==> src/rtl/cello_gate_pkg.sv <==
// Shared types for the 3-input gate front end:
// gate input vector, settle FSM states, settle limits.
package cello_gate_pkg;

   typedef logic [2:0] gate_in_t;

   typedef enum logic [1:0] {
      IDLE         = 2'd0,
      PRESENT      = 2'd1,
      PRESENT_PEND = 2'd2
   } settle_state_e;

   localparam int SETTLE_CYCLES_MIN = 2;

endpackage

==> src/rtl/inducer_sync.sv <==
// Per-bit 2-flop synchronizer for asynchronous inducer lines.
// Used only when INDUCER_SYNC_EN is defined.
module inducer_sync #(
   parameter int W = 3
) (
   input  logic         clk,
   input  logic         rst_n,
   input  logic [W-1:0] d_i,
   output logic [W-1:0] q_o
);

   logic [W-1:0] meta_q;
   logic [W-1:0] sync_q;

   always_ff @(posedge clk or negedge rst_n) begin
      if (!rst_n) begin
         meta_q <= '0;
         sync_q <= '0;
      end else begin
         meta_q <= d_i;
         sync_q <= meta_q;
      end
   end

   assign q_o = sync_q;

endmodule

==> src/rtl/inducer_settle3.sv <==
// Settle filter + valid/ready publisher for the 3 inducer lines.
// Define INDUCER_SYNC_EN to add a 2-flop input synchronizer.
module inducer_settle3
   import cello_gate_pkg::*;
#(
   parameter int STABLE_CYCLES = 8,
   parameter int CNT_W         = $clog2(STABLE_CYCLES)
) (
   input  logic       clk,
   input  logic       rst_n,
   input  logic [2:0] in_raw,
   output logic [2:0] out_vec,
   output logic       out_valid,
   input  logic       out_ready,
   output logic       overrun
);

   gate_in_t      s;
   gate_in_t      cand_q, cand_d;
   gate_in_t      vec_q, vec_d;
   logic [CNT_W-1:0] cnt_q, cnt_d;
   settle_state_e state_q, state_d;
   logic          ovr_q, ovr_d;
   logic          sat;

`ifdef INDUCER_SYNC_EN
   inducer_sync #(
      .W(3)
   ) u_sync (
      .clk  (clk),
      .rst_n(rst_n),
      .d_i  (in_raw),
      .q_o  (s)
   );
`else
   assign s = in_raw;
`endif

   assign sat = (cnt_q == CNT_W'(STABLE_CYCLES - 1));

   always_ff @(posedge clk or negedge rst_n) begin
      if (!rst_n) begin
         cand_q  <= '0;
         cnt_q   <= '0;
         vec_q   <= '0;
         state_q <= IDLE;
         ovr_q   <= 1'b0;
      end else begin
         cand_q  <= cand_d;
         cnt_q   <= cnt_d;
         vec_q   <= vec_d;
         state_q <= state_d;
         ovr_q   <= ovr_d;
      end
   end

   always_comb begin
      cand_d  = cand_q;
      cnt_d   = cnt_q;
      vec_d   = vec_q;
      state_d = state_q;
      ovr_d   = 1'b0;
      if (s != cand_q) begin
         cand_d = s;
         cnt_d  = '0;
         if (state_q == PRESENT_PEND) begin
            ovr_d   = 1'b1;
            state_d = PRESENT;
         end
      end else if (!sat) begin
         cnt_d = cnt_q + CNT_W'(1);
      end else if (cand_q != vec_q) begin
         unique case (state_q)
            IDLE: begin
               vec_d   = cand_q;
               state_d = PRESENT;
            end
            PRESENT: state_d = PRESENT_PEND;
            default: ;
         endcase
      end
      // accept wins over a same-edge stable candidate
      if (state_q != IDLE && out_ready) begin
         state_d = IDLE;
      end
   end

   assign out_vec   = vec_q;
   assign out_valid = (state_q != IDLE);
   assign overrun   = ovr_q;

endmodule
==> config.mk <==
export PLATFORM = sky130hd
export DESIGN_NAME = inducer_settle3
export DESIGN_NICKNAME = d
export VERILOG_FILES = /design/src/rtl/cello_gate_pkg.sv /design/src/rtl/inducer_sync.sv /design/src/rtl/inducer_settle3.sv
export SDC_FILE = /design/constraint.sdc
export NUM_CORES = 1
export LEC_CHECK = 0
export ABC_AREA = 1
export BUFFER_PORTS_ARGS = -buffer_cell sky130_fd_sc_hd__buf_4
export CORE_AREA = 3 3 40 42
export DETAILED_ROUTE_END_ITERATION = 8
export DIE_AREA = 0 0 43 45
export GPL_TIMING_DRIVEN = 0
export HOLD_SLACK_MARGIN = 0.1
export PLACE_DENSITY = 0.76
export SETUP_SLACK_MARGIN = 0.02
export SLEW_MARGIN = 10
export SYNTH_ARGS = -nofsm -noshare
export SYNTH_HDL_FRONTEND = slang
export SYNTH_SLANG_ARGS = --single-unit
==> constraint.sdc <==
create_clock -name clk -period 4.22 [get_ports clk]
set_clock_uncertainty 0.15 [all_clocks]
set_input_delay 0.422 -clock clk [delete_from_list [all_inputs] [get_ports clk]]
set_output_delay 0.422 -clock clk [all_outputs]
set_load 0.03 [all_outputs]
==> results.cfg <==
[status]
status = finished, final reports clean

[timing]
timing.fmax_mhz = 559
period_share = 0.424
drv_slew = 0
rsz0062_at_grt = false
finalHoldViolations = 0
finalSetupTns_ns = 0
setup_violations = 0
slew_headroom = 0.816
period_needed_ns = 1.79
setup_ws_ns = 2.43
worst_slew_pin_slew_ns = 0.275

[clock_tree]
clkLatencyLatePin_ns = 0.27
cts.htree.levels = 1
cts_sinks = 12
cts_buffer_depth = 2
cts_root_buffer = clkbuf_4
clk_transition_reported_paths_ns = 0.07
cts-buffers-inserted = 3
postCtsSetupRepairBufs = 0
cts_tree = yes

[synth]
synth_top_area_frac = 0.425
syn_area_per_cell_um2 = 7.77
synth_area_um2 = 707
syn-num-nets = 99
yosys_warnings = 0
ys_ff_latch = 12
synthDistinctLibCells = 19
yosysTopAreaCell = dfrtp_1
syn_inst = 91
yosysSeqAreaShare = 0.425
synth_area_leaders = dfrtp_1, nand2_1, inv_1

[pwr]
power.leakage_nw = 0.482
p_per_area_nw_per_um2 = 352
p_total_w = 0.000293
ir_worst_vdd_mv = 0.204

[critical_path]
slowest_stage = dfrtp_1
reg2reg_slack_ns = 2.69
arrival_ns = 1.22
slowest_delay_ns = 0.44
critPathCaptureType = primary output
crit_path_start_kind = flip-flop
path_cells = nor2_2 > inv_1 > buf_4
crit_fanout = 6
critical_path_class = reg -> out
ff2ff_path_depth = 8
worstPathRequired_ns = 3.65

[floorplanning]
num_rows = 13
die_w_um = 43
die_area_um2 = 1940
io_pins = 11
fp.coreArea_um2 = 1280
start_util = 0.550
dieHeight_um = 45

[grt]
grt_antenna_before_repair = 0
grt_usage = 0.161
grt_max_degree = 13
grt_pass1_wl_um = 2260
gr-total-overflow = 0
grt_pass1_vias = 532

[drt]
avgViaCountPerCell = 4.79
wl_met3_um = 44
drc = 0
drt_iter0_drc = 6
wirelength_um = 1220
m1WireLength_um = 534
met2_length_um = 623
maxUsedRoutingLayer = met4
drt_pass1_iterations = 4
vias = 575
wire_per_inst_um = 10.2
postRouteAntennaNets = 0

[placed_design]
pre_cts_ws_ns = 2.63
dp_hpwl_um = 1000
dp.cells = 116
gp_congestion = 0.734
io_buffers = 10

[layout]
fill_cells = 123
fin_nets = 115
final_cells = 120
antenna_cells = 0
syn_to_final_growth_pct = 17.9
drive_above_1_share = 0.229

[min_path]
hp-class = in -> reg
hold_path_depth = 2

[run]
max_cap_violations = 0
cells in the final DEF, fill, tap and decap left out, types with 2 or more instances in the layout:
cell type  instances
nor2_1             5
nand3_1            4
nand2_1           26
clkbuf_4           3
clkbuf_1           3
dfrtp_1           12
a21oi_2            2
inv_1             18
nand2_2            2
o21ai_1            4
o21ai_0            3
nand4_1            3
ha_1               2
buf_4             10
flip-flops by register name, summed over array words and instances, names as in the netlist:
| name | cells |
|---|---|
| cand_q | 3 |
| cnt_q | 3 |
| out_vec | 3 |
| state_q | 2 |
| overrun | 1 |
critical path: cells and delay by family, from the launching register on:
family	cells	cell delay [ns]
AND/OR/NAND/NOR	1	0.28
flip-flops	1	0.44
buffers and inverters	2	0.24
metrics by stage:
stage / hold WS (ns) / instance area [um^2] / utilization
6_report: 0.198 / 833 / 0.648
5_1_grt: 0.212 / 833 / 0.648
4_1_cts: 0.198 / 833 / 0.648
3_5_place_dp: 0.117 / 801 / 0.623
3_3_place_gp: 0.117 / 801 / 0.623
2_1_floorplan: -0.0236 / 707 / -
Yosys cell counts (all sizes together):
cell type	number
a21oi	2
inv	19
xnor2	1
o21ai	7
ha	2
clkbuf	3
dfrtp	12
and2	1
nand3	5
nor2	7
nand4	3
nand2	29
layout make-up:
type / count / area (um^2) / area share
Multi-Input combinational cell: 57 / 324 / 0.389
Sequential cell: 12 / 300 / 0.360
Timing Repair Buffer: 11 / 85.1 / 0.102
Inverter: 19 / 71.3 / 0.0856
Clock buffer: 3 / 22.5 / 0.0270
Tap cell: 15 / 18.8 / 0.0225
Buffer: 3 / 11.3 / 0.0135
repair_timing:
item	4_1_cts	5_1_grt
endpoints found under the hold margin	12	0
resized for setup	0	0
hold buffers	1	0
final timing paths:
check,from,to
worst max register to register,cnt_q[0],state_q[0]
worst min register to register,cnt_q[1],cnt_q[1]
worst max-delay path,state_q[0],out_valid
max in group asynchronous,rst_n,out_vec[1]
min in group asynchronous,rst_n,cand_q[2]
worst min-delay path,in_raw[0],cand_q[0]
cells by family after synthesis:
logic type                 count (synthesis)  share of synthesized area
adders and majority gates                  2                     0.0354
and+or+nand+nor                           45                      0.326
buffers and inverters                     22                      0.117
DFF                                       12                      0.425
xor gates and xnor gates                   1                     0.0230
AOI/OAI and AO/OA                          9                     0.0743
per-layer routing:
layer | GRT usage | vias to the layer above
met5 | 0 | -
met4 | 0.0904 | 0
met3 | 0.0359 | 4
met2 | 0.281 | 9
met1 | 0.182 | 259
li1 | - | 303
power breakdown:
part	total [W]	internal, W	switching (W)	leakage, nW
combinational	0.0000891	0.0000326	0.0000565	0.311
sequential	0.000135	0.000123	0.0000112	0.158
clock	0.0000693	0.0000330	0.0000363	0.0138
(Power assumes the default switching activity.)
